**src/rtl/hilo_div_sequencer.sv**
```systemverilog
// rtl/hilo_div_sequencer.sv - HI/LO owner and iterative-divider sequencer for DIV/DIVU/MTHI/MTLO
module hilo_div_sequencer #(
    parameter int WIDTH       = 32,
    parameter int DIV_TIMEOUT = 40
) (
    input  logic             clk,
    input  logic             rst,
    input  logic             op_valid,
    output logic             op_ready,
    input  logic [1:0]       op_code,
    input  logic [WIDTH-1:0] op_a,
    input  logic [WIDTH-1:0] op_b,
    input  logic             rd_req,
    input  logic             rd_sel,
    output logic [WIDTH-1:0] rd_data,
    output logic             stall,
    output logic             div_rst,
    output logic [3:0]       div_ctrl,
    output logic [WIDTH-1:0] div_a,
    output logic [WIDTH-1:0] div_b,
    input  logic             div_done,
    input  logic [WIDTH-1:0] div_result,
    output logic             div_err
);

    localparam int TW = $clog2(DIV_TIMEOUT + 1);
    localparam logic [TW-1:0] TIMER_LAST = TW'(DIV_TIMEOUT - 1);

    localparam logic [1:0] OP_DIVU = 2'b00;
    localparam logic [1:0] OP_DIV  = 2'b01;
    localparam logic [1:0] OP_MTHI = 2'b10;
    localparam logic [1:0] OP_MTLO = 2'b11;

    typedef enum logic [2:0] {
        S_IDLE,
        S_START,
        S_WAIT,
        S_GETQ,
        S_GETR
    } state_t;

    state_t           state;
    logic [WIDTH-1:0] hi;
    logic [WIDTH-1:0] lo;
    logic [WIDTH-1:0] quot;
    logic [TW-1:0]    timer;
    logic             div_signed;
    logic             accept;

    assign op_ready = (state == S_IDLE);
    assign accept   = op_valid & op_ready;
    assign stall    = rd_req & (state != S_IDLE);
    // No bypass: a read in the same cycle as an MTxx accept sees the old register.
    assign rd_data  = rd_sel ? hi : lo;

    // Sequencer FSM: drives the divider handshake and commits HI/LO.
    always_ff @(posedge clk or negedge rst) begin
        if (!rst) begin
            state      <= S_IDLE;
            hi         <= '0;
            lo         <= '0;
            quot       <= '0;
            div_a      <= '0;
            div_b      <= '0;
            div_rst    <= 1'b0;
            div_ctrl   <= 4'b0000;
            div_err    <= 1'b0;
            div_signed <= 1'b0;
            timer      <= '0;
        end else begin
            // div_rst is a single-cycle pulse covering only the START state.
            div_rst <= 1'b0;
            case (state)
                S_IDLE: begin
                    if (accept) begin
                        div_err <= 1'b0;
                        case (op_code)
                            OP_MTHI: hi <= op_a;
                            OP_MTLO: lo <= op_a;
                            default: begin
                                if (op_b == '0) begin
                                    // Divide by zero never reaches the divider.
                                    hi      <= op_a;
                                    lo      <= '1;
                                    div_err <= 1'b1;
                                end else begin
                                    div_a      <= op_a;
                                    div_b      <= op_b;
                                    div_signed <= (op_code == OP_DIV);
                                    div_ctrl   <= {2'b11, (op_code == OP_DIV), 1'b0};
                                    div_rst    <= 1'b1;
                                    state      <= S_START;
                                end
                            end
                        endcase
                    end
                end
                S_START: begin
                    timer <= '0;
                    state <= S_WAIT;
                end
                S_WAIT: begin
                    if (div_done) begin
                        state <= S_GETQ;
                    end else if (timer == TIMER_LAST) begin
                        // Divider never finished: abandon, leave HI/LO untouched.
                        div_err <= 1'b1;
                        state   <= S_IDLE;
                    end else begin
                        timer <= timer + TW'(1);
                    end
                end
                S_GETQ: begin
                    quot     <= div_result;
                    div_ctrl <= {2'b11, div_signed, 1'b1};
                    state    <= S_GETR;
                end
                S_GETR: begin
                    lo    <= quot;
                    hi    <= div_result;
                    state <= S_IDLE;
                end
                default: state <= S_IDLE;
            endcase
        end
    end

endmodule

```
**config.mk**
```make
export PLATFORM = sky130hd
export DESIGN_NAME = hilo_div_sequencer
export DESIGN_NICKNAME = d
export VERILOG_FILES = /design/src/rtl/hilo_div_sequencer.sv
export SDC_FILE = /design/constraint.sdc
export NUM_CORES = 1
export LEC_CHECK = 0
export CAP_MARGIN = 20
export CORE_MARGIN = 10
export CORE_UTILIZATION = 35
export CTS_BUF_LIST = sky130_fd_sc_hd__clkbuf_4 sky130_fd_sc_hd__clkbuf_8
export DETAILED_ROUTE_END_ITERATION = 10
export PLACE_DENSITY_LB_ADDON = 0.05
export SYNTH_ARGS = -nofsm -noshare
export SYNTH_HDL_FRONTEND = slang
export SYNTH_SLANG_ARGS = --single-unit
```
**constraint.sdc**
```tcl
create_clock -name clk -period 6.6 [get_ports clk]
set_clock_uncertainty 0.2 [all_clocks]
set_input_delay 1.65 -clock clk [delete_from_list [all_inputs] [get_ports clk]]
set_output_delay 1.65 -clock clk [all_outputs]
set_load 0.02 [all_outputs]
```
Word-level counts from Yosys, hierarchy flattened
Index checks and enable logic that the tools add are counted.

storage, ports and cells
  flip-flop bits (word level) = 176
  bits of input ports = 104
  output and inout port bits = 104

cells by class
  add/sub/neg operators = 1
  eq/ne operators = 19
  multiplexer cells = 32
  bitwise operators = 4
  reduce and logical (&&, ||, !) cells = 15

operators with widths
  kind                                                    number
  one-hot mux 32 bit (2 select lines)                     4
  2-to-1 mux 32 bit                                       5
  zero test 32 bit                                        1
  AND reduction 4 bit                                     6
  2-to-1 mux 3 bit                                        5
  inequality test 2 bit (second input constant)           7
  2-to-1 mux 4 bit                                        3
  2-to-1 mux 6 bit                                        2
  one-hot mux 3 bit (4 select lines)                      1
  one-hot mux 6 bit (2 select lines)                      1
  2-to-1 mux 1 bit                                        9
  one-hot mux 4 bit (2 select lines)                      1
  nonzero test 2 bit                                      4
  adder 6 x 1 -> 6 bit (second input constant)            1
  == test 3 x 2 -> 1 bit (second input constant)          2
  == test 6 bit (second input constant)                   1
  inequality test 3 x 1 -> 1 bit (second input constant)  2
  == test 2 bit (second input constant)                   2
  == test 3 x 1 -> 1 bit (second input constant)          1
  == test 3 bit (second input constant)                   1
  zero test 3 bit                                         1
  inequality test 3 bit (second input constant)           1
  AND reduction 3 bit                                     1
  nonzero test 3 bit                                      1
  6 further kinds                                         8

Longest topological paths before layout
  depth in word-level cells = 5
  mapped depth = 8
  gate-level depth less buffers = 6

Least setup slack after synthesis
No wires, ideal clock.

  kind = input to output
  from = input port rd_sel
  to = output port rd_data[30]
  data arrival time = 2.516 ns
  required time = 4.750 ns
  path slack = 2.234 ns
  cell stages on the path = 3
  path buffers = 2
  path through = clkbuf_1 > clkbuf_1 > o21ai_0

on the way
  cells in the longest elaborated chain, start to end = 1

ends and longest elaborated chain
  what                line  source
  start: declaration  14    input logic rd_sel,
  2-to-1 mux 32 bit   54    assign rd_data = rd_sel ? hi : lo;
  end: declaration    15    output logic [WIDTH-1:0] rd_data,

No other way between the ends.

Worst setup path in the final report
  from = input port rd_sel
  to = output port rd_data[31]

The elaborated chain is that of the path after synthesis.

==> impl_metrics.csv <==
group,metric,value,unit
outcome,status,"complete, no violations",
die,die-area,31960,um^2
min_path,hold_class,"reg -> reg",
clock_tree,clockBufferDepth,2,
setup_path,r2r_slack,3660,ps
timing,period_share,74.74,%
clock_tree,tritoncts,"done",
layout,fin_util,46.36,%
timing,period_minus_slack,4933,ps
synthesis,ys_top_cells_by_count,"175 x dfrtp_1, 142 x nand2_1, 70 x inv_1",
die,ios,208,
die,die_width,178.8,um
grt,grt_antenna_before_repair,2,
synthesis,yosysMostFrequentCell,"dfrtp_1",
die,coreArea,24960,um^2
drt,wl,32.13,mm
drt,wl_per_cell,23.60,um
power_and_ir_drop,vdd_ir_drop_max,0.0002093,V
timing,grt_setup_unrepaired,"false",
grt,track_usage,20.19,%
place,gp_congestion,0.7562,
die,row_count,58,
layout,stdcell_area,11570,um^2
place,hpwl,20.82,mm
setup_path,end_kind,"output pin",
setup_path,worstPathRequired,4750,ps
synthesis,ys_warn_count,0,
setup_path,critPathMaxFanout,44,
clock_tree,clk-insertion-delay-late,460,ps
timing,maxSlewHeadroom,29.97,%
clock_tree,post_cts_resized,0,
place,dp.cells,1326,
timing,hold_viol,0,
die,start_util,35.35,%
synthesis,yosysSeqAreaShare,49.62,%
setup_path,cp_slowest_cell,"clkdlybuf4s50_1",
timing,setup_viol,0,
clock_tree,postCtsSetupBuffers,0,
setup_path,start_kind,"input pin",
drt,initialDrtViolationCount,818,
flow_run,drv_cap,0,
layout,stdcell_count,1361,
power_and_ir_drop,powerDensity,469.9,nW/um^2
die,die_h,178.8,um
place,portBuffers,207,
setup_path,critical_path_class,"in -> out",
power_and_ir_drop,p_leak,4.920,nW
synthesis,dominantRegCellSynth,"dfrtp_1",
setup_path,cp.arrival,3080,ps
synthesis,async_reset_ff_share,100.0,%
timing,max_freq,202.7,MHz
timing,drv_slew,0,
layout,drive_gt1_share,12.44,%
clock_tree,clock-sinks,175,
grt,grt_pass1_vias,7984,
timing,setup_tns,0,ps
timing,worstMarginPinSlew,1048,ps
clock_tree,postCtsHoldBufs,0,
synthesis,synthTopCellsByArea,"dfrtp_1 50%, mux2_4 6.6%, nand2_1 6.0%, a222oi_1 3.6%, o32a_1 3.4%",
synthesis,synth.cell_area,8825,um^2
clock_tree,cts_made_buffers,17,
grt,grt_overflow,0,
drt,dr.pass1.iters,8,
drt,vias,7610,
clock_tree,h-tree-depth,4,
drt,viasPerCell,5.591,
synthesis,synth-edff-count,0,
layout,fin_nets,1121,
grt,grt_max_degree,99,
synthesis,synth.largest_area_cell,"dfrtp_1",
synthesis,syn_inst,844,
clock_tree,clk_pin_slew,90,ps
drt,ant_nets,0,
synthesis,netlist.area_leader.share,49.62,%
synthesis,syn_area_per_cell,10.46,um^2
clock_tree,cts_root_buf,"clkbuf_8",
setup_path,max_stage_delay,640,ps
drt,drcViolationCount,0,
layout,area.growth.synth_to_final,31.14,%
place,place_area,11160,um^2
synthesis,ys_seq_elements,175,
synthesis,synth_cell_types,56,
synthesis,synthesis.nets,949,
grt,grt_pass1_wl,49.42,mm
setup_path,crit_chain,"buf_2, buf_12, nand2_1, o21ai_0, clkdlybuf4s50_1",
==> per-stage QoR <==
step	hold WS [ps]	power (mW)	setup WS (ps)
after global placement	260.6	4.701	1442
final	284.9	5.438	1667
after floorplan	244.6	3.528	2234
after CTS	287.5	5.494	1354
after detailed placement	261.5	4.719	1370
after global routing	303.5	5.812	1532
==> layer usage <==
metal	up-vias	routed length, um	share of wire [%]	track usage [%]
met5	-	0	0	0
met4	0	464	1.4	6.338
met3	25	2002	6.2	3.812
met2	279	15720	49	33.29
met1	3835	13940	43	26.22
li1	3471	-	-	-
==> final cells by class <==
cell class                      instances  area, um^2
Antenna cell                            2       5.005
Clock buffer                           19       255.2
Clock inverter                         13       128.9
Fill cell                            2426       13390
Inverter                               72       270.3
Multi-Input combinational cell        527        3905
Sequential cell                       175        4379
Tap cell                              330       412.9
Timing Repair Buffer                  223        2216
==> cells in the final DEF (no fill, tap or decap), drive strengths merged, types with 31 or more instances in the layout <==
| cell type | count |
|---|---|
| clkdlybuf4s50 | 205 |
| dfrtp | 175 |
| nand2 | 142 |
| inv | 76 |
| mux2 | 64 |
| nor4 | 39 |
| o21ai | 37 |
| o211ai | 35 |
| a211oi | 34 |
| nand2b | 32 |
| a222oi | 32 |
| o221ai | 31 |
==> worst max-delay path, delay by kind of cell <==
kind | cells | cell delay, ps
and+or+nand+nor | 1 | 70
buffers and inverters | 3 | 1220
AOI/OAI and AO/OA | 1 | 90
==> power by group <==
part | leakage, nW | total (mW) | switching (mW) | internal [mW]
sequential | 2.09 | 1.97 | 0.359 | 1.61
clock | 0.197 | 0.755 | 0.434 | 0.321
combinational | 2.63 | 2.71 | 1.41 | 1.30
==> final timing paths <==
| check | startpoint | endpoint | cells past startpoint |
|---|---|---|---|
| min reg2reg | quot[12]$_DFFE_PN0P_ | quot[12]$_DFFE_PN0P_ | 2 |
| max | rd_sel | rd_data[31] | 5 |
| max reg2reg | state[1]$_DFFE_PN0P_ | hi[5]$_DFFE_PN0P_ | 6 |
| max in group asynchronous | rst | lo[20]$_DFFE_PN0P_ | 2 |
| min in group asynchronous | rst | div_b[20]$_DFFE_PN0P_ | 1 |
| min | quot[12]$_DFFE_PN0P_ | quot[12]$_DFFE_PN0P_ | 2 |
==> state kept, by name (all words and copies together) (netlist names) <==
register    count
div_signed      1
div_err         1
div_rst         1
timer           6
hi             32
div_a          32
div_ctrl        3
lo             32
state           3
div_b          32
quot           32
==> cell families after synthesis <==
family | share of synthesized area [%]
AOI/OAI and AO/OA | 19.51
xor gates and xnor gates | 0.1985
adders and majority gates | 0.1418
buffers and inverters | 6.735
DFF | 49.62
muxes | 10.17
and+or+nand+nor | 13.63
Power figures use the tool's default switching activity.
